[src/rtl/detect_pkg.sv]
// detect_pkg: drive-type codes, detection constants and voter states shared by the interface-detection blocks
package detect_pkg;
    localparam logic [1:0]  DRIVE_UNKNOWN         = 2'd0;
    localparam logic [1:0]  DRIVE_FLOPPY          = 2'd1;
    localparam logic [1:0]  DRIVE_HDD             = 2'd2;
    localparam logic [26:0] SETTLE_CLKS_DEFAULT   = 27'd30_000_000;
    localparam logic [7:0]  CONF_PENALTY_DISAGREE = 8'd64;

    typedef enum logic [3:0] {
        S_IDLE, S_SETTLE, S_LAUNCH, S_WAIT, S_DRAIN, S_ACCUM, S_DECIDE, S_DIVIDE, S_DONE
    } det_state_t;

    function automatic logic [7:0] disagree_conf(input logic [7:0] c);
        return c > CONF_PENALTY_DISAGREE ? c - CONF_PENALTY_DISAGREE : 8'd0;
    endfunction
endpackage

[src/rtl/index_avg_div.sv]
// index_avg_div: fixed 30-cycle restoring divider turning a period sum and vote count into a mean period
module index_avg_div (
    input  logic        clk,
    input  logic        reset_n,
    input  logic        div_start,
    input  logic [29:0] dividend,
    input  logic [2:0]  divisor,
    output logic        div_done,
    output logic [26:0] quotient
);
    logic [29:0] quo_q;
    logic [2:0]  rem_q, rem_d, dvs_q, diff;
    logic [4:0]  cnt_q;
    logic        busy_q, done_q, ge;
    logic [3:0]  trial;

    // remainder stays below the divisor, so the difference always fits in 3 bits
    always_comb begin
        trial = {rem_q, quo_q[29]};
        diff  = trial[2:0] - dvs_q;
        ge    = trial >= {1'b0, dvs_q};
        rem_d = ge ? diff : trial[2:0];
    end

    always_ff @(posedge clk or negedge reset_n) begin
        if (!reset_n) begin
            quo_q  <= '0;
            rem_q  <= '0;
            dvs_q  <= '0;
            cnt_q  <= '0;
            busy_q <= 1'b0;
            done_q <= 1'b0;
        end else if (div_start) begin
            quo_q  <= dividend;
            rem_q  <= '0;
            dvs_q  <= divisor;
            cnt_q  <= '0;
            busy_q <= 1'b1;
            done_q <= 1'b0;
        end else begin
            done_q <= busy_q && cnt_q == 5'd29;
            if (busy_q) begin
                quo_q  <= {quo_q[28:0], ge};
                rem_q  <= rem_d;
                cnt_q  <= cnt_q + 5'd1;
                busy_q <= cnt_q != 5'd29;
            end
        end
    end

    assign div_done = done_q;
    assign quotient = dvs_q == 3'd0 ? '0 : quo_q[26:0];
endmodule

[src/rtl/index_detect_voter.sv]
// index_detect_voter: spins up the motor, runs repeated index-period trials and majority-votes floppy vs HDD
module index_detect_voter
    import detect_pkg::*;
#(
    parameter int unsigned NUM_TRIALS    = 3,
    parameter logic [7:0]  CONF_MIN      = 8'd128,
    parameter logic [26:0] SETTLE_CLKS   = SETTLE_CLKS_DEFAULT,
    parameter logic [26:0] TRIAL_TIMEOUT = 27'd0
) (
    input  logic        clk,
    input  logic        reset_n,
    input  logic        det_start,
    input  logic        det_abort,
    output logic        det_busy,
    output logic        det_done,
    output logic        motor_on,
    output logic        cnt_start,
    output logic        cnt_abort,
    output logic [26:0] cnt_timeout,
    input  logic        cnt_done,
    input  logic        cnt_busy,
    input  logic [26:0] cnt_period,
    input  logic [1:0]  cnt_class,
    input  logic [7:0]  cnt_confidence,
    output logic [1:0]  drive_type,
    output logic        type_valid,
    output logic [7:0]  final_confidence,
    output logic [26:0] avg_period,
    output logic [2:0]  trials_run,
    output logic [2:0]  votes_floppy,
    output logic [2:0]  votes_hdd
);
    localparam logic [2:0] NT   = 3'(NUM_TRIALS);
    localparam logic [2:0] HALF = 3'(NUM_TRIALS / 2);

    det_state_t  state_q, state_d;
    logic [26:0] settle_q, settle_d, per_q, per_d, avg_q, avg_d, quotient;
    logic [1:0]  cls_q, cls_d, type_q, type_d;
    logic [7:0]  conf_q, conf_d, fconf_q, fconf_d, minf_q, minf_d, minh_q, minh_d, win_min;
    logic [2:0]  trials_q, trials_d, vf_q, vf_d, vh_q, vh_d, win_votes;
    logic [29:0] sumf_q, sumf_d, sumh_q, sumh_d;
    logic        valid_q, valid_d, start_q, start_d, abort_q, abort_d;
    logic        div_start, div_done, vote, win_f, win_h;

    assign win_f     = vf_q > HALF;
    assign win_h     = vh_q > HALF;
    assign vote      = conf_q >= CONF_MIN && (cls_q == DRIVE_FLOPPY || cls_q == DRIVE_HDD);
    assign win_votes = type_q == DRIVE_FLOPPY ? vf_q : vh_q;
    assign win_min   = type_q == DRIVE_FLOPPY ? minf_q : minh_q;

    index_avg_div u_div (
        .clk      (clk),
        .reset_n  (reset_n),
        .div_start(div_start),
        .dividend (win_f ? sumf_q : sumh_q),
        .divisor  (win_f ? vf_q : vh_q),
        .div_done (div_done),
        .quotient (quotient)
    );

    always_comb begin
        state_d   = state_q;
        settle_d  = settle_q;
        per_d     = per_q;
        cls_d     = cls_q;
        conf_d    = conf_q;
        trials_d  = trials_q;
        vf_d      = vf_q;
        vh_d      = vh_q;
        sumf_d    = sumf_q;
        sumh_d    = sumh_q;
        minf_d    = minf_q;
        minh_d    = minh_q;
        type_d    = type_q;
        fconf_d   = fconf_q;
        avg_d     = avg_q;
        valid_d   = valid_q;
        start_d   = 1'b0;
        abort_d   = 1'b0;
        div_start = 1'b0;
        case (state_q)
            S_IDLE: if (det_start) begin
                state_d  = S_SETTLE;
                settle_d = '0;
                trials_d = '0;
                vf_d     = '0;
                vh_d     = '0;
                sumf_d   = '0;
                sumh_d   = '0;
                minf_d   = 8'hFF;
                minh_d   = 8'hFF;
                type_d   = DRIVE_UNKNOWN;
                fconf_d  = '0;
                avg_d    = '0;
                valid_d  = 1'b0;
            end
            S_SETTLE: begin
                settle_d = settle_q + 27'd1;
                state_d  = det_abort ? S_DONE : settle_q == SETTLE_CLKS - 27'd1 ? S_LAUNCH : S_SETTLE;
            end
            S_LAUNCH: begin
                start_d = !det_abort && !cnt_busy;
                state_d = det_abort ? S_DECIDE : cnt_busy ? S_LAUNCH : S_WAIT;
            end
            // a result arriving with the abort is already complete, so no counter abort is needed
            S_WAIT: if (det_abort) begin
                abort_d = !cnt_done;
                state_d = cnt_done ? S_DECIDE : S_DRAIN;
            end else if (cnt_done) begin
                per_d   = cnt_period;
                cls_d   = cnt_class;
                conf_d  = cnt_confidence;
                state_d = S_ACCUM;
            end
            S_DRAIN: state_d = cnt_done ? S_DECIDE : S_DRAIN;
            S_ACCUM: begin
                trials_d = trials_q + 3'd1;
                if (vote && cls_q == DRIVE_FLOPPY) begin
                    vf_d   = vf_q + 3'd1;
                    sumf_d = sumf_q + {3'b0, per_q};
                    minf_d = conf_q < minf_q ? conf_q : minf_q;
                end
                if (vote && cls_q == DRIVE_HDD) begin
                    vh_d   = vh_q + 3'd1;
                    sumh_d = sumh_q + {3'b0, per_q};
                    minh_d = conf_q < minh_q ? conf_q : minh_q;
                end
                state_d = (vf_d > HALF || vh_d > HALF || trials_d == NT) ? S_DECIDE : S_LAUNCH;
            end
            S_DECIDE: begin
                type_d    = win_f ? DRIVE_FLOPPY : win_h ? DRIVE_HDD : DRIVE_UNKNOWN;
                div_start = win_f || win_h;
                state_d   = div_start ? S_DIVIDE : S_DONE;
            end
            S_DIVIDE: if (div_done) begin
                avg_d   = quotient;
                fconf_d = win_votes == trials_q ? win_min : disagree_conf(win_min);
                state_d = S_DONE;
            end
            S_DONE: state_d = S_IDLE;
            default: state_d = S_IDLE;
        endcase
        if (state_d == S_DONE) valid_d = 1'b1;
    end

    always_ff @(posedge clk or negedge reset_n) begin
        if (!reset_n) begin
            state_q  <= S_IDLE;
            settle_q <= '0;
            per_q    <= '0;
            cls_q    <= '0;
            conf_q   <= '0;
            trials_q <= '0;
            vf_q     <= '0;
            vh_q     <= '0;
            sumf_q   <= '0;
            sumh_q   <= '0;
            minf_q   <= 8'hFF;
            minh_q   <= 8'hFF;
            type_q   <= DRIVE_UNKNOWN;
            fconf_q  <= '0;
            avg_q    <= '0;
            valid_q  <= 1'b0;
            start_q  <= 1'b0;
            abort_q  <= 1'b0;
        end else begin
            state_q  <= state_d;
            settle_q <= settle_d;
            per_q    <= per_d;
            cls_q    <= cls_d;
            conf_q   <= conf_d;
            trials_q <= trials_d;
            vf_q     <= vf_d;
            vh_q     <= vh_d;
            sumf_q   <= sumf_d;
            sumh_q   <= sumh_d;
            minf_q   <= minf_d;
            minh_q   <= minh_d;
            type_q   <= type_d;
            fconf_q  <= fconf_d;
            avg_q    <= avg_d;
            valid_q  <= valid_d;
            start_q  <= start_d;
            abort_q  <= abort_d;
        end
    end

    assign det_busy         = state_q != S_IDLE && state_q != S_DONE;
    assign motor_on         = det_busy;
    assign det_done         = state_q == S_DONE;
    assign cnt_start        = start_q;
    assign cnt_abort        = abort_q;
    assign cnt_timeout      = TRIAL_TIMEOUT;
    assign drive_type       = type_q;
    assign type_valid       = valid_q;
    assign final_confidence = fconf_q;
    assign avg_period       = avg_q;
    assign trials_run       = trials_q;
    assign votes_floppy     = vf_q;
    assign votes_hdd        = vh_q;
endmodule

[config.mk]
export PLATFORM = sky130hd
export DESIGN_NAME = index_detect_voter
export DESIGN_NICKNAME = d
export VERILOG_FILES = /design/src/rtl/detect_pkg.sv /design/src/rtl/index_avg_div.sv /design/src/rtl/index_detect_voter.sv
export SDC_FILE = /design/constraint.sdc
export NUM_CORES = 1
export LEC_CHECK = 0
export ABC_AREA = 1
export CAP_MARGIN = 20
export CORE_AREA = 2 2 174 176
export DETAILED_ROUTE_END_ITERATION = 10
export DIE_AREA = 0 0 176 178
export PLACE_DENSITY = 0.74
export SLEW_MARGIN = 20
export SYNTH_ARGS = -nofsm -noshare
export SYNTH_HDL_FRONTEND = slang
export SYNTH_HIERARCHICAL = 1
export SYNTH_SLANG_ARGS = --single-unit
[constraint.sdc]
create_clock -name clk -period 2 [get_ports clk]
set_input_delay 0.3 -clock clk [delete_from_list [all_inputs] [get_ports clk]]
set_output_delay 0.3 -clock clk [all_outputs]
set_load 0.02 [all_outputs]
* Word level (Yosys, flattened, before mapping)
Index checks and enable logic that the tools add are counted.
** Word-level totals
- Register bits :: 236
- Input bits :: 43
- Output and inout port bits :: 79
- Logic and storage cells :: 167
** Cells by class
- $add $sub $neg :: 9
- Magnitude comparators :: 9
- Equality and inequality tests :: 24
- Muxes and demuxes :: 67
- Bitwise logic cells :: 1
- Reduce and logical (&&, ||, !) cells :: 33
** Operator list (count)
- two-way mux 30 bit :: 6
- case mux 30 bit (2 select lines) :: 2
- case mux 27 bit (2 select lines) :: 2
- two-way mux 27 bit :: 3
- two-way mux 8 bit :: 10
- adder 30 x 27 -> 30 bit :: 2
- case mux 8 bit (2 select lines) :: 3
- two-way mux 3 bit :: 12
- case mux 4 bit (8 select lines) :: 1
- adder 27 x 1 -> 27 bit, second input constant :: 1
- == test 27 x 25 -> 1 bit, second input constant :: 1
- two-way mux 4 bit :: 6
- case mux 3 bit (2 select lines) :: 3
- == test 4 x 3 -> 1 bit, second input constant :: 4
- < comparator 8 bit :: 2
- nonzero test 2 bit :: 7
- greater-than comparator 3 x 1 -> 1 bit, second input constant :: 4
- AND reduction 3 bit :: 4
- two-way mux 1 bit :: 11
- two-way mux 2 bit :: 5
- two-way mux 5 bit :: 2
- != test 2 bit, second input constant :: 5
- adder 3 x 1 -> 3 bit, second input constant :: 3
- == test 4 x 2 -> 1 bit, second input constant :: 2
- other kinds (26) :: 42

* Logic depth before layout (Yosys ltp)
Gate-level depths: netlist of the first run.
- Depth in word-level cells :: 14
- Gate-level depth with buffers :: 13
- Mapped depth without buffers :: 13

* Hierarchy
Netlist of the first run, hierarchy kept.
** Modules (own cells, without submodules)
- index_detect_voter :: instances 1, cells each 1873, area an instance 13361.6 µm²
- index_avg_div :: instances 1, cells each 238, area an instance 2336.0 µm²

* Worst setup path after synthesis of the first run
Ideal clock, no wire load.
- Path type :: reg2reg
- Start point :: register vf_q[1], in the netlist votes_floppy[1]
- End point :: register u_div.quo_q[10]
- Data arrival time :: 1883 ps
- Data required time :: 1870 ps
- Setup slack :: -13 ps
- Stages on the path, launching flop included :: 10
- Clock period less this slack :: 2013 ps
- Cells stage by stage :: dfrtp_1 > inv_1 > ha_1 > nand2_1 > nand2_1 > a21oi_1 > inv_1 > nand2_4 > buf_6 > o221ai_2
** Between the ends
- Longest elaborated chain between the ends :: 4
- Elaborated cells on any way between the ends :: 6
- Classes of those cells :: order compare: 1; mux: 3; reduce/logical: 2
** Ends and longest elaborated chain
- start: declaration :: line index_detect_voter.sv:40 : logic [2:0] trials_q, trials_d, vf_q, vf_d, vh_q, vh_d, win_votes;
- start signal: assignment :: line index_detect_voter.sv:173 : vf_q <= vf_d;
- greater-than comparator 3 x 1 -> 1 bit * :: line index_detect_voter.sv:45 : assign win_f = vf_q > HALF;
- logical OR 1 bit * :: line index_detect_voter.sv:132 : div_start = win_f || win_h;
- two-way mux 1 bit * :: line index_detect_voter.sv:81 : case (state_q)
- via div_start :: line index_detect_voter.sv:43 : logic div_start, div_done, vote, win_f, win_h;
- two-way mux 30 bit / nonzero test 2 bit (equally long branches)
- end signal: assignment :: line index_avg_div.sv:34 : quo_q <= dividend;
- end signal: assignment :: line index_avg_div.sv:43 : quo_q <= {quo_q[28:0], ge};
- end: declaration :: line index_avg_div.sv:11 : logic [29:0] quo_q;
Mark *: on every way through the listed nets, which the timed path passes. The rest lies on a longest branch.
A chain may end at the register's enable or synchronous reset.

* Worst setup path after layout of the first run
- Start point :: register vh_q[2], in the netlist votes_hdd[2]
- End point :: output port votes_hdd[2]
** RTL lines
- start: declaration :: line index_detect_voter.sv:40
- start signal: assignment :: line index_detect_voter.sv:174 : vh_q <= vh_d;
- end: declaration :: line index_detect_voter.sv:31 : output logic [2:0] votes_hdd
No word-level cell between the ends.

==> results of run 1 <==
[per-stage QoR]
stage | power [W] | hold slack, ns
2_1_floorplan | 0.00658 | 0.00441
3_3_place_gp | 0.00719 | 0.245
3_5_place_dp | 0.00726 | 0.244
4_1_cts | 0.0126 | 0.261
5_1_grt | 0.0132 | 0.281
6_report | 0.0126 | 0.253
[cell usage in the layout, fill, tap and decap left out, types with 11 or more instances in the layout]
| cell type | netlist | routed |
|---|---|---|
| a21oi_1 | 84 | 74 |
| a22o_1 | 28 | 28 |
| buf_12 | 0 | 13 |
| buf_4 | 39 | 96 |
| clkbuf_16 | 0 | 29 |
| clkdlybuf4s50_1 | 0 | 88 |
| conb_1 | 1 | 27 |
| dfrtp_1 | 220 | 207 |
| dfrtp_2 | 0 | 13 |
| dfstp_2 | 16 | 16 |
| ha_1 | 82 | 41 |
| ha_4 | 0 | 32 |
| inv_1 | 288 | 287 |
| inv_2 | 12 | 11 |
| mux2_1 | 22 | 22 |
| nand2_1 | 674 | 657 |
| nand2_2 | 12 | 27 |
| nand3_1 | 124 | 117 |
| nand4_1 | 28 | 28 |
| nor2_1 | 158 | 139 |
| nor2_2 | 6 | 23 |
| nor3_1 | 30 | 22 |
| o21ai_0 | 78 | 75 |
| o21ai_1 | 20 | 23 |
| o21bai_1 | 12 | 11 |
| o221ai_2 | 28 | 28 |
[where the power goes]
group / switching (W) / internal (W) / leakage (nW)
Clock: 0.00206 / 0.00331 / 0.491
Sequential: 0.000200 / 0.00509 / 3.16
Combinational: 0.00127 / 0.000713 / 5.91
Total: 0.00353 / 0.00911 / 9.56
[cell type report]
cell class | instances | area [sq um]
clock buffers | 39 | 843
repair buffers | 203 | 1910
fillers | 2457 | 10100
well taps | 390 | 488
multi-input cells | 1522 | 8860
flip-flops and latches | 236 | 5940
clock inverters | 13 | 145
inverters | 304 | 1150
[worst max path at each step]
stage / from / endpoint / slack (ns) / cells past startpoint
after floorplan: votes_floppy[1]$_DFFE_PN0P_ / u_div/quo_q[10]$_DFFE_PN0P_ / 0.12 / 9
after global placement: sumh_q[7]$_DFFE_PN0P_ / sumh_q[19]$_DFFE_PN0P_ / -0.08 / 10
after detailed placement: per_q[6]$_DFFE_PN0P_ / sumf_q[27]$_DFFE_PN0P_ / -0.09 / 12
after CTS: per_q[17]$_DFFE_PN0P_ / sumh_q[19]$_DFFE_PN0P_ / 0.0006 / 10
after global routing: per_q[23]$_DFFE_PN0P_ / sumh_q[28]$_DFFE_PN0P_ / -0.08 / 10
final: votes_hdd[2]$_DFFE_PN0P_ / votes_hdd[2] / 0.01 / 1
[flip-flops by register name (all words and copies together), names as in the netlist, 4 cells and up]
signal            cells
settle_q             27
u_div/quo_q          30
minh_q                8
sumf_q               30
state_q               4
avg_period           27
sumh_q               30
per_q                27
final_confidence      8
conf_q                8
minf_q                8
u_div/cnt_q           5
[routing by layer]
layer / GRT usage / routed length (microns) / part of all wire
met2: 0.460 / 20800 / 0.46
met5: 0 / 0 / 0
met3: 0.0345 / 3250 / 0.071
met1: 0.404 / 19900 / 0.44
met4: 0.106 / 1600 / 0.035
[what timing repair did]
action                                  in CTS  in global routing
hold buffers                                 1                  0
endpoints found under the setup margin      21                 76
setup buffers                                0                  3
resized for setup                           35                118
hold endpoints to repair                    37                  0
pin swaps                                    1                  4
[cells by family after synthesis]
group,after synthesis,share of synthesized area
AOI/OAI and AO/OA,294,0.128
xor gates and xnor gates,14,0.00781
adders and majority gates,85,0.0692
buffers and inverters,379,0.108
DFF,236,0.377
muxes,30,0.0214
other,1,0.000239
and+or+nand+nor,1072,0.288
==> flow_metrics.env, run 1 <==
export IMPL_cts_buffers=28
export IMPL_maxSlewViolCount=0
export IMPL_min_period_ns=1.99
export IMPL_worst_slack_ns=0.0117
export IMPL_dp_hpwl_microns=34200
export IMPL_worst_r2r_setup_slack_ns=0.03
export IMPL_ys_types=60
export IMPL_finalHoldViolCount=0
export IMPL_grt_overflow=0
export IMPL_fin_tns_setup_ns=0
export IMPL_htreeDepth=1
export IMPL_initial_core_util=0.534
export IMPL_outcome="finished, final reports clean"
export IMPL_crit_fanout=5
export IMPL_dp_slack_ns=-0.0924
export IMPL_synth_common_cells="674 x nand2_1, 288 x inv_1, 220 x dfrtp_1"
export IMPL_placementRows=63
export IMPL_vias=14800
export IMPL_critical_path_max_stage_delay_ns=0.66
export IMPL_max_cap_viol_count=0
export IMPL_finish_instance_area_sq_um=19300
export IMPL_setup_violations=0
export IMPL_hp_class="in2async"
export IMPL_grt_antenna_before_repair=0
export IMPL_critical_path_buf_inv_count=1
export IMPL_utilization=0.658
export IMPL_final_layout_size_suffix_gt1_frac=0.169
export IMPL_placedCellCount=2651
export IMPL_critPathArrivalTime_ns=1.69
export IMPL_rsz0062_at_grt="true"
export IMPL_peakVddDrop_v=0.000635
export IMPL_die_h_microns=178
export IMPL_cts_num_sinks=236
export IMPL_insertion_delay_ns=0.55
export IMPL_critical_path_top_delay_family="buffers and inverters"
export IMPL_end_kind="output port"
export IMPL_leakagePower_nw=9.56
export IMPL_power_density_nw_per_um2=654
export IMPL_max_clock_freq_mhz=503
export IMPL_die_x_microns=176
export IMPL_r2r_end="sumf_q[27]$_DFFE_PN0P_"
export IMPL_maxSlewHeadroom=0.601
export IMPL_worst_pin_slew_ns=0.597
export IMPL_synth_edf_count=0
export IMPL_ys_ff_latch=236
export IMPL_regToRegStartpoint="per_q[5]$_DFFE_PN0P_"
export IMPL_ctsRootBufferMaster="clkbuf_16"
export IMPL_crit_required_ns=1.70
export IMPL_finalNetCount=2423
export IMPL_synth_warning_count=6
export IMPL_cts_tree="built"
export IMPL_core_area_sq_um=29400
export IMPL_yosysMostFrequentCell="nand2_1"
export IMPL_syn_area_sq_um=15700
export IMPL_ant_nets=0
export IMPL_crit_slowest_cell="clkdlybuf4s50_1"
export IMPL_io_buffers=94
export IMPL_track_usage=0.288
export IMPL_finalNonFillerCells=2707
export IMPL_skew_ns=0.0159
export IMPL_grt_pass1_wl_microns=71500
export IMPL_insertedDiodeCount=0
export IMPL_gp_congestion=1.01
export IMPL_via_per_inst=5.47
export IMPL_clock_path_buffers=3
export IMPL_drcViolationCount=0
export IMPL_fin_crit_sh=0.994
export IMPL_worstSetupPathType="reg2out"
export IMPL_synth_seq_area_share=0.377
export IMPL_dpl_cell_area_sq_um=17600
export IMPL_async_flop_share=1.00
export IMPL_path_cells="clkdlybuf4s50_1"
export IMPL_grt_start_max_net_pins=51
export IMPL_synth_top_area_frac=0.351
export IMPL_ioPinCount=122
export IMPL_drt_wl_total_microns=45600
export IMPL_drtIter0Drc=1434
export IMPL_grt_pass1_vias=13800
export IMPL_synth_flop_cell="dfrtp_1"
export IMPL_synthToLayoutAreaGrowth_pct=23.2
export IMPL_design_die_area_sq_um=31300
export IMPL_synth_area_per_cell_sq_um=7.44
export IMPL_crit_path_start_kind="flop"
export IMPL_wl_per_cell_microns=16.8
export IMPL_first_pass_iters=6
export IMPL_synth_largest_area_cell="dfrtp_1"
export IMPL_synth_area_leaders="dfrtp_1 35%, nand2_1 16%, inv_1 6.9%"
export IMPL_synth_cells=2111
export IMPL_reg2reg_depth=12
export IMPL_clkSlewWorstSetupHoldPaths_ns=0.06
Note: power is estimated with default switching activity, not from simulation.
==> run 2: changes to the inputs <==
- GPL_TIMING_DRIVEN: default -> 0
==> run 2 against run 1 <==
Clock power is 6.1% lower. Utilization is 0.15 points higher. Critical path type is now reg2reg. Clock skew is 0.0097 ns higher. Cell count is 0.55% lower. Sequential cell count stayed put. Sequential share of layout area hardly changed.
==> flow_metrics.env, run 2 (synthesized netlist as in run 1, its figures left out) <==
export IMPL_io_buffers=94
export IMPL_grt_pass1_vias=13600
export IMPL_crit_fanout=10
export IMPL_finish_instance_area_sq_um=19400
export IMPL_placedCellCount=2624
export IMPL_cp_common_cell="nand2_1"
export IMPL_gp_congestion=1.00
export IMPL_end_kind="flop"
export IMPL_wl_met3_microns=3290
export IMPL_grt_start_max_net_pins=71
export IMPL_wl_met2_microns=20700
export IMPL_outcome="finished, final reports clean"
export IMPL_utilization=0.659
export IMPL_clock_path_buffers=3
export IMPL_grt_antenna_before_repair=2
export IMPL_wl_per_cell_microns=16.9
export IMPL_drtIter0Drc=1282
export IMPL_max_clock_freq_mhz=506
export IMPL_max_cap_viol_count=0
export IMPL_critPathArrivalTime_ns=2.47
export IMPL_cts_buffers=28
export IMPL_insertion_delay_ns=0.57
export IMPL_core_area_sq_um=29400
export IMPL_crit_required_ns=2.49
export IMPL_ant_nets=0
export IMPL_reg2reg_depth=7
export IMPL_ff_latch_area_sq_um=5950
export IMPL_final_layout_size_suffix_gt1_frac=0.183
export IMPL_leakagePower_nw=9.48
export IMPL_cts_tree="built"
export IMPL_ctsRootBufferMaster="clkbuf_16"
export IMPL_layout_common_cells="638 x nand2_1, 286 x inv_1, 199 x dfrtp_1"
export IMPL_ioPinCount=122
export IMPL_crit_path_start_kind="flop"
export IMPL_peakVddDrop_v=0.000591
export IMPL_critical_path_top_delay_family="compound AO/OA/AOI/OAI gates"
export IMPL_setup_violations=0
export IMPL_die_x_microns=176
export IMPL_fin_crit_sh=0.988
export IMPL_reg_top3="sumf_q: 30 flops, sumh_q: 30 flops, u_div/quo_q: 30 flops"
export IMPL_dp_hpwl_microns=34600
export IMPL_first_pass_iters=5
export IMPL_synthToLayoutAreaGrowth_pct=23.5
export IMPL_vias=14500
export IMPL_cts_num_sinks=236
export IMPL_crit_slowest_cell="dfrtp_1"
export IMPL_drt_met1_wl_microns=20100
export IMPL_worst_pin_slew_ns=0.586
export IMPL_via_per_inst=5.37
export IMPL_worst_r2r_setup_slack_ns=0.02
export IMPL_skew_ns=0.0257
export IMPL_maxSlewViolCount=0
export IMPL_grt_overflow=0
export IMPL_fill_cells=2524
export IMPL_grt_pass1_wl_microns=71400
export IMPL_die_h_microns=178
export IMPL_placementRows=63
export IMPL_finalNonFillerCells=2692
export IMPL_r2r_end="u_div/quo_q[16]$_DFFE_PN0P_"
export IMPL_critical_path_max_stage_delay_ns=0.48
export IMPL_multi_input_area_sq_um=9160
export IMPL_clkSlewWorstSetupHoldPaths_ns=0.06
export IMPL_worstSetupPathType="reg2reg"
export IMPL_critical_path_buf_inv_count=1
export IMPL_dpl_cell_area_sq_um=17300
export IMPL_finalHoldViolCount=0
export IMPL_path_cells="ha_1, nand2_1, nand2_4, clkbuf_2, o21ai_0, nand2_1, o221ai_2"
export IMPL_initial_core_util=0.534
export IMPL_drcViolationCount=0
export IMPL_top_layer_used="met4"
export IMPL_rsz0062_at_grt="true"
export IMPL_final_common_cell="nand2_1"
export IMPL_min_period_ns=1.98
export IMPL_power_density_nw_per_um2=638
export IMPL_regToRegStartpoint="votes_floppy[0]$_DFFE_PN0P_"
export IMPL_track_usage=0.288
export IMPL_drt_wl_total_microns=45500
export IMPL_htreeDepth=1
export IMPL_hp_class="in2async"
export IMPL_maxSlewHeadroom=0.609
export IMPL_finalNetCount=2408
export IMPL_fin_total_pwr_w=0.0124
export IMPL_design_die_area_sq_um=31300
## run 2: metrics by stage
step | hold WS [ns] | setup WS (ns) | setup TNS (ns)
2_1_floorplan | 0.00441 | 0.124 | 0
3_3_place_gp | 0.452 | -9.60 | -2222.65
3_5_place_dp | 0.261 | -0.385 | -14.93
4_1_cts | 0.265 | -0.00753 | -0.0324
5_1_grt | 0.283 | -0.0822 | -0.413
6_report | 0.264 | 0.0239 | 0
## run 2: layout make-up
type / count / share of cell area
antenna: 1 / 0.000129
tap: 390 / 0.0252
multi-input combinational: 1522 / 0.473
sequential: 236 / 0.307
clock buffer: 40 / 0.0416
buffer: 75 / 0.0296
inverter: 304 / 0.0592
timing repair buffer: 113 / 0.0587
clock inverter: 11 / 0.00587
## run 2: routing by layer
metal	track usage	vias up
met5	0	-
met4	0.0809	0
met3	0.0354	78
met2	0.473	506
met1	0.403	6758
li1	-	7116
## run 2: what timing repair did
| action | 4_1_cts | 5_1_grt |
|---|---|---|
| setup endpoints to repair | 83 | 94 |
| hold buffers | 1 | 0 |
| gates resized for setup | 67 | 172 |
| setup buffers | 6 | 9 |
| endpoints found under the hold margin | 44 | 0 |
| pin swaps | 7 | 18 |
## run 2: where the power goes
group / internal [W] / switching, W / leakage (nW) / total (W)
Combinational: 0.000742 / 0.00128 / 5.88 / 0.00202
Sequential: 0.00509 / 0.000210 / 3.15 / 0.00530
Clock: 0.00294 / 0.00211 / 0.449 / 0.00505
## run 2: worst max-delay path by stage
stage,start,end,slack (ns),depth (start not counted)
final,votes_floppy[0]$_DFFE_PN0P_,u_div/quo_q[16]$_DFFE_PN0P_,0.02,7
after detailed placement,votes_floppy[1]$_DFFE_PN0P_,u_div/quo_q[24]$_DFFE_PN0P_,-0.38,10
after global placement,reset_n,final_confidence[0]$_DFFE_PN0P_,-9.60,1
after global routing,per_q[16]$_DFFE_PN0P_,sumh_q[20]$_DFFE_PN0P_,-0.08,12
after floorplan,votes_floppy[1]$_DFFE_PN0P_,u_div/quo_q[10]$_DFFE_PN0P_,0.12,9
after CTS,per_q[11]$_DFFE_PN0P_,sumh_q[21]$_DFFE_PN0P_,-0.008,11
==> run 3: changes to the inputs <==
- CORE_AREA: 2 2 174 176 -> 2 2 245 247
- CTS_BUF_LIST: default -> sky130_fd_sc_hd__clkbuf_8
- DIE_AREA: 0 0 176 178 -> 0 0 247 249
- PLACE_DENSITY: 0.74 -> 0.41
==> run 3 against run 2 <==
Maximum frequency up 0.26%. Critical path depth up 1. Hold slack worse by 0.090 ns. Routed wire length up 16%. Clock power down 8.5%. Sequential share of layout area down 0.87 points. Register-to-register slack about the same. Sequential cell count unchanged. Non-clock buffer count up 10. Combinational power up 5%. Cell area up 3.0%. Critical path type unchanged. Largest power group unchanged.
==> flow_metrics.env, run 3 (synthesized netlist as in run 1, its figures left out) <==
export IMPL_power_clock_fraction=0.384
export IMPL_grt_overflow=0
export IMPL_peakVddDrop_v=0.000416
export IMPL_via_per_inst=4.57
export IMPL_insertion_delay_ns=0.63
export IMPL_ioPinCount=122
export IMPL_rsz0062_at_grt="true"
export IMPL_p_comb_frac=0.176
export IMPL_ctsRootBufferMaster="clkbuf_8"
export IMPL_reg_top3="sumf_q: 30 flops, sumh_q: 30 flops, u_div/quo_q: 30 flops"
export IMPL_crit_required_ns=2.54
export IMPL_cts_num_sinks=236
export IMPL_use_met3=0.0266
export IMPL_p_seq_frac=0.440
export IMPL_cp_common_cell="nand2_1"
export IMPL_track_usage=0.170
export IMPL_finalNetCount=2437
export IMPL_layout_common_cells="639 x nand2_1, 302 x inv_1, 195 x dfrtp_1"
export IMPL_grt_pass1_vias=13800
export IMPL_critPathArrivalTime_ns=2.51
export IMPL_p_int_w=0.00827
export IMPL_grt_antenna_before_repair=2
export IMPL_design_die_area_sq_um=61500
export IMPL_fin_total_pwr_w=0.0120
export IMPL_die_x_microns=247
export IMPL_clkSlewWorstSetupHoldPaths_ns=0.06
export IMPL_ant_nets=0
export IMPL_fin_crit_sh=0.985
export IMPL_drcViolationCount=0
export IMPL_max_cap_viol_count=0
export IMPL_cts_buffers=47
export IMPL_cts_tree="built"
export IMPL_initial_core_util=0.267
export IMPL_top_usage_layer="met2"
export IMPL_drtIter0Drc=881
export IMPL_skew_ns=0.0226
export IMPL_hp_class="in2async"
export IMPL_switching_share=0.313
export IMPL_crit_slowest_cell="o21ai_0"
export IMPL_first_pass_iters=5
export IMPL_io_buffers=94
export IMPL_grt_pass1_wl_microns=81000
export IMPL_vias=14200
export IMPL_htreeDepth=2
export IMPL_critical_path_max_stage_delay_ns=0.54
export IMPL_dp_hpwl_microns=40700
export IMPL_finalHoldViolCount=0
export IMPL_setup_violations=0
export IMPL_power_density_nw_per_um2=603
export IMPL_synthToLayoutAreaGrowth_pct=27.2
export IMPL_worstSetupPathType="reg2reg"
export IMPL_drt_wl_total_microns=52700
export IMPL_crit_path_start_kind="flop"
export IMPL_path_cells="inv_1, ha_1, nand2_1, nand2_4, clkbuf_2, o21ai_0, nand2_1, o221ai_2"
export IMPL_use_met1=0.235
export IMPL_dpl_cell_area_sq_um=17800
export IMPL_clock_path_buffers=3
export IMPL_finish_instance_area_sq_um=20000
export IMPL_crit_fanout=10
export IMPL_core_area_sq_um=58700
export IMPL_use_met2=0.273
export IMPL_max_clock_freq_mhz=507
export IMPL_leakagePower_nw=9.62
export IMPL_placementRows=89
export IMPL_gp_congestion=0.900
export IMPL_worst_pin_slew_ns=0.648
export IMPL_final_layout_size_suffix_gt1_frac=0.202
export IMPL_final_common_cell="nand2_1"
export IMPL_die_h_microns=249
export IMPL_min_period_ns=1.97
export IMPL_reg2reg_depth=8
export IMPL_end_kind="flop"
export IMPL_wl_per_cell_microns=16.9
export IMPL_maxSlewViolCount=0
export IMPL_worst_r2r_setup_slack_ns=0.03
export IMPL_switchingPower_w=0.00377
export IMPL_outcome="finished, final reports clean"
export IMPL_grt_start_max_net_pins=86
export IMPL_maxSlewHeadroom=0.568
-- run 3: cell types whose count changed in the layout (fill, tap and decap cells not counted), sizes merged, moves of 2 or more --
cell	before	now
buf	85	97
clkbuf	52	63
clkdlybuf4s50	85	79
dlygate4sd2	3	11
dlymetal6s2s	2	0
inv	301	319
-- run 3: critical path, delay by kind of cell, from the launching register on --
kind                     cells  cell delay, ns
AND/OR/NAND/NOR              3            0.35
AO/OA/AOI/OAI                2            0.62
buffers and inverters        2            0.35
adder cells (fa/ha/maj)      1            0.18
flip-flops                   1            0.39
-- run 3: through the flow --
stage | hold slack, ns | setup WS [ns] | utilization | cells | setup TNS, ns
after floorplan | 0.00441 | 0.124 | - | 2137 | 0
after global placement | 0.453 | -10.55 | 0.302 | 3004 | -2446.80
after detailed placement | 0.240 | -0.540 | 0.303 | 3007 | -24.58
after CTS | 0.156 | -0.107 | 0.326 | 3095 | -0.499
after global routing | 0.174 | -0.0835 | 0.340 | 3113 | -0.490
final | 0.175 | 0.0291 | 0.340 | 3113 | 0
-- run 3: path summary, 6_finish.rpt --
kind,from,to
setup reg to reg,votes_floppy[1]$_DFFE_PN0P_,u_div/quo_q[28]$_DFFE_PN0P_
setup / recovery,votes_floppy[1]$_DFFE_PN0P_,u_div/quo_q[28]$_DFFE_PN0P_
hold / removal,reset_n,final_confidence[1]$_DFFE_PN0P_
min in group clk,cnt_busy,cnt_start$_DFF_PN0_
hold reg to reg,minf_q[4]$_DFFE_PN1P_,minf_q[4]$_DFFE_PN1P_
max in group asynchronous,reset_n,per_q[6]$_DFFE_PN0P_
-- run 3: repair_timing --
| action | CTS | global route |
|---|---|---|
| setup buffers | 8 | 18 |
| resized for setup | 115 | 173 |
| setup endpoints to repair | 105 | 98 |
| pin swaps | 6 | 19 |
| hold endpoints to repair | 146 | 0 |
| hold buffers | 1 | 0 |
-- run 3: area by class of cell --
class	instances	area (sq um)
antenna	1	2.50
buffer	74	573
clock buffer	53	729
clock inverter	26	115
fill	6175	38700
inverter	304	1150
multi-input combinational	1522	9250
sequential	236	5960
tap	773	967
timing repair buffer	124	1220
-- run 3: routing by layer --
| layer | wire (microns) | share of wire |
|---|---|---|
| met5 | 19 | 0.00036 |
| met4 | 1360 | 0.026 |
| met3 | 2050 | 0.039 |
| met2 | 24100 | 0.46 |
| met1 | 25100 | 0.48 |
-- run 3: power by group through the flow --
stage          registers (W)  logic (W)  clock network (W)
2_1_floorplan        0.00532    0.00126                  0
3_5_place_dp         0.00537    0.00200                  0
4_1_cts              0.00529    0.00207            0.00485
3_3_place_gp         0.00537    0.00196                  0
6_report             0.00530    0.00212            0.00462
5_1_grt              0.00533    0.00240            0.00509
==> RTL change (flow settings as in run 1) <==
`sumf_q` no longer has a reset.
--- a/src/rtl/index_detect_voter.sv
+++ b/src/rtl/index_detect_voter.sv
@@ -153,7 +153,6 @@
             trials_q <= '0;
             vf_q     <= '0;
             vh_q     <= '0;
-            sumf_q   <= '0;
             sumh_q   <= '0;
             minf_q   <= 8'hFF;
             minh_q   <= 8'hFF;
@@ -172,7 +171,6 @@
             trials_q <= trials_d;
             vf_q     <= vf_d;
             vh_q     <= vh_d;
-            sumf_q   <= sumf_d;
             sumh_q   <= sumh_d;
             minf_q   <= minf_d;
             minh_q   <= minh_d;
@@ -183,6 +181,10 @@
             start_q  <= start_d;
             abort_q  <= abort_d;
         end
+    end
+
+    always_ff @(posedge clk) begin
+        sumf_q <= sumf_d;
     end
 
     assign det_busy         = state_q != S_IDLE && state_q != S_DONE;
Function: same outputs for any inputs over 4 cycles, from zero or initial values and one cycle with reset_n low; that may be too few to reach the edited logic, so the function may still have changed.
==> RTL change against run 1 <==
- the flow now finishes with violations (negative setup slack)
- final area rose by 6.7%
- die area did not move
- sequential cell count did not move
- final cell count rose by 1.7%
- register-to-register slack got worse by 0.08 ns
- area after synthesis fell by 1.4%
- via count rose by 1.5%
- routed wire length rose by 5.2%
- setup slack got worse by 0.066 ns
- total power rose by 1.5%
- critical endpoint is now sumf_q[17]
- largest power group is now registers
- highest routed layer unchanged
==> RTL change: results <==
export IMPL_outcome="complete, but fails checks"
export IMPL_violated_checks="negative setup slack"
export IMPL_share_of_flip_flops_with_an_asynchronous_set_or_reset_after_synthesis=0.873
export IMPL_drt_pass1_iterations=7
export IMPL_num_nonclk_inverters=276
export IMPL_m1WireLength_um=21200
export IMPL_synth_yosys_seq_area_share=0.392
export IMPL_diodes=1
export IMPL_non_clock_buffer_count=295
export IMPL_clock_buffers=41
export IMPL_cellLeakagePower_nw=10.1
export IMPL_setup_ws_ns=-0.0548
export IMPL_clock_skew_final_ns=0.0154
export IMPL_synth_area_leaders="sky130_fd_sc_hd__dfrtp_1 31%, sky130_fd_sc_hd__nand2_1 15%, sky130_fd_sc_hd__ha_1 6.6%"
export IMPL_grt_met3_usage=0.0264
export IMPL_place_congestion=0.976
export IMPL_report_final_setup_viol=6
export IMPL_finish_net_count=2469
export IMPL_number_of_flops_mapped_to_enable_cells_by_yosys=30
export IMPL_postCtsSetupRepairBufs=11
export IMPL_post_synth_mux_area_share=0.0267
export IMPL_final_fill_count=2299
export IMPL_synthesis_area_per_instance_um2=7.50
export IMPL_first_global_vias=14200
export IMPL_use_met2=0.487
export IMPL_final_seq_area_mm2=0.00610
export IMPL_maxSlewHeadroom=0.578
export IMPL_detailroute_via_count=15000
export IMPL_groute_layer_met1_usage=0.419
export IMPL_detail_route_iter0_violations=1322
export IMPL_post_route_cells_drive_above_1_share=0.251
RTL change: cell types whose count changed in the layout (fill, tap and decap cells not counted), moves of 15 or more:
cell                       before  now
sky130_fd_sc_hd__inv_1        287  257
sky130_fd_sc_hd__buf_4         96  178
sky130_fd_sc_hd__edfxtp_1       0   30
sky130_fd_sc_hd__a21oi_2        9   24
sky130_fd_sc_hd__nand3_1      117  132
sky130_fd_sc_hd__nand2_1      657  547
sky130_fd_sc_hd__dfrtp_1      207  174
sky130_fd_sc_hd__nand2_2       27   59
sky130_fd_sc_hd__o21ai_0       75   91
sky130_fd_sc_hd__a22o_1        28    1
RTL change: critical path, stage by stage (launching register included):
cell                       delay (ns)
sky130_fd_sc_hd__dfrtp_1         0.47
sky130_fd_sc_hd__ha_4            0.34
sky130_fd_sc_hd__nand2_1         0.13
sky130_fd_sc_hd__o21ai_2         0.21
sky130_fd_sc_hd__nand3b_1        0.28
sky130_fd_sc_hd__nand3_1         0.15
sky130_fd_sc_hd__a21oi_1         0.17
sky130_fd_sc_hd__nor2_1          0.07
RTL change: power groups by stage:
stage / combinational (mW) / sequential, mW / clock (mW)
floorplan: 1.15 / 5.46 / 0
global placement: 1.92 / 5.50 / 0
detailed placement: 1.96 / 5.51 / 0
CTS: 2.05 / 5.44 / 5.24
global route: 2.41 / 5.48 / 5.48
finish: 2.19 / 5.46 / 5.19
RTL change: worst paths after layout:
kind	from	endpoint	slack, ns
worst max-delay path	per_q[7]	sumf_q[17]	-0.05
worst min-delay path	reset_n	avg_period[14]	0.27
worst max register to register	per_q[7]	sumf_q[17]	-0.05
worst min register to register	minh_q[2]	minh_q[2]	0.46
max in group asynchronous	reset_n	per_q[9]	1.03
min in group clk	cnt_busy	cnt_start	0.34
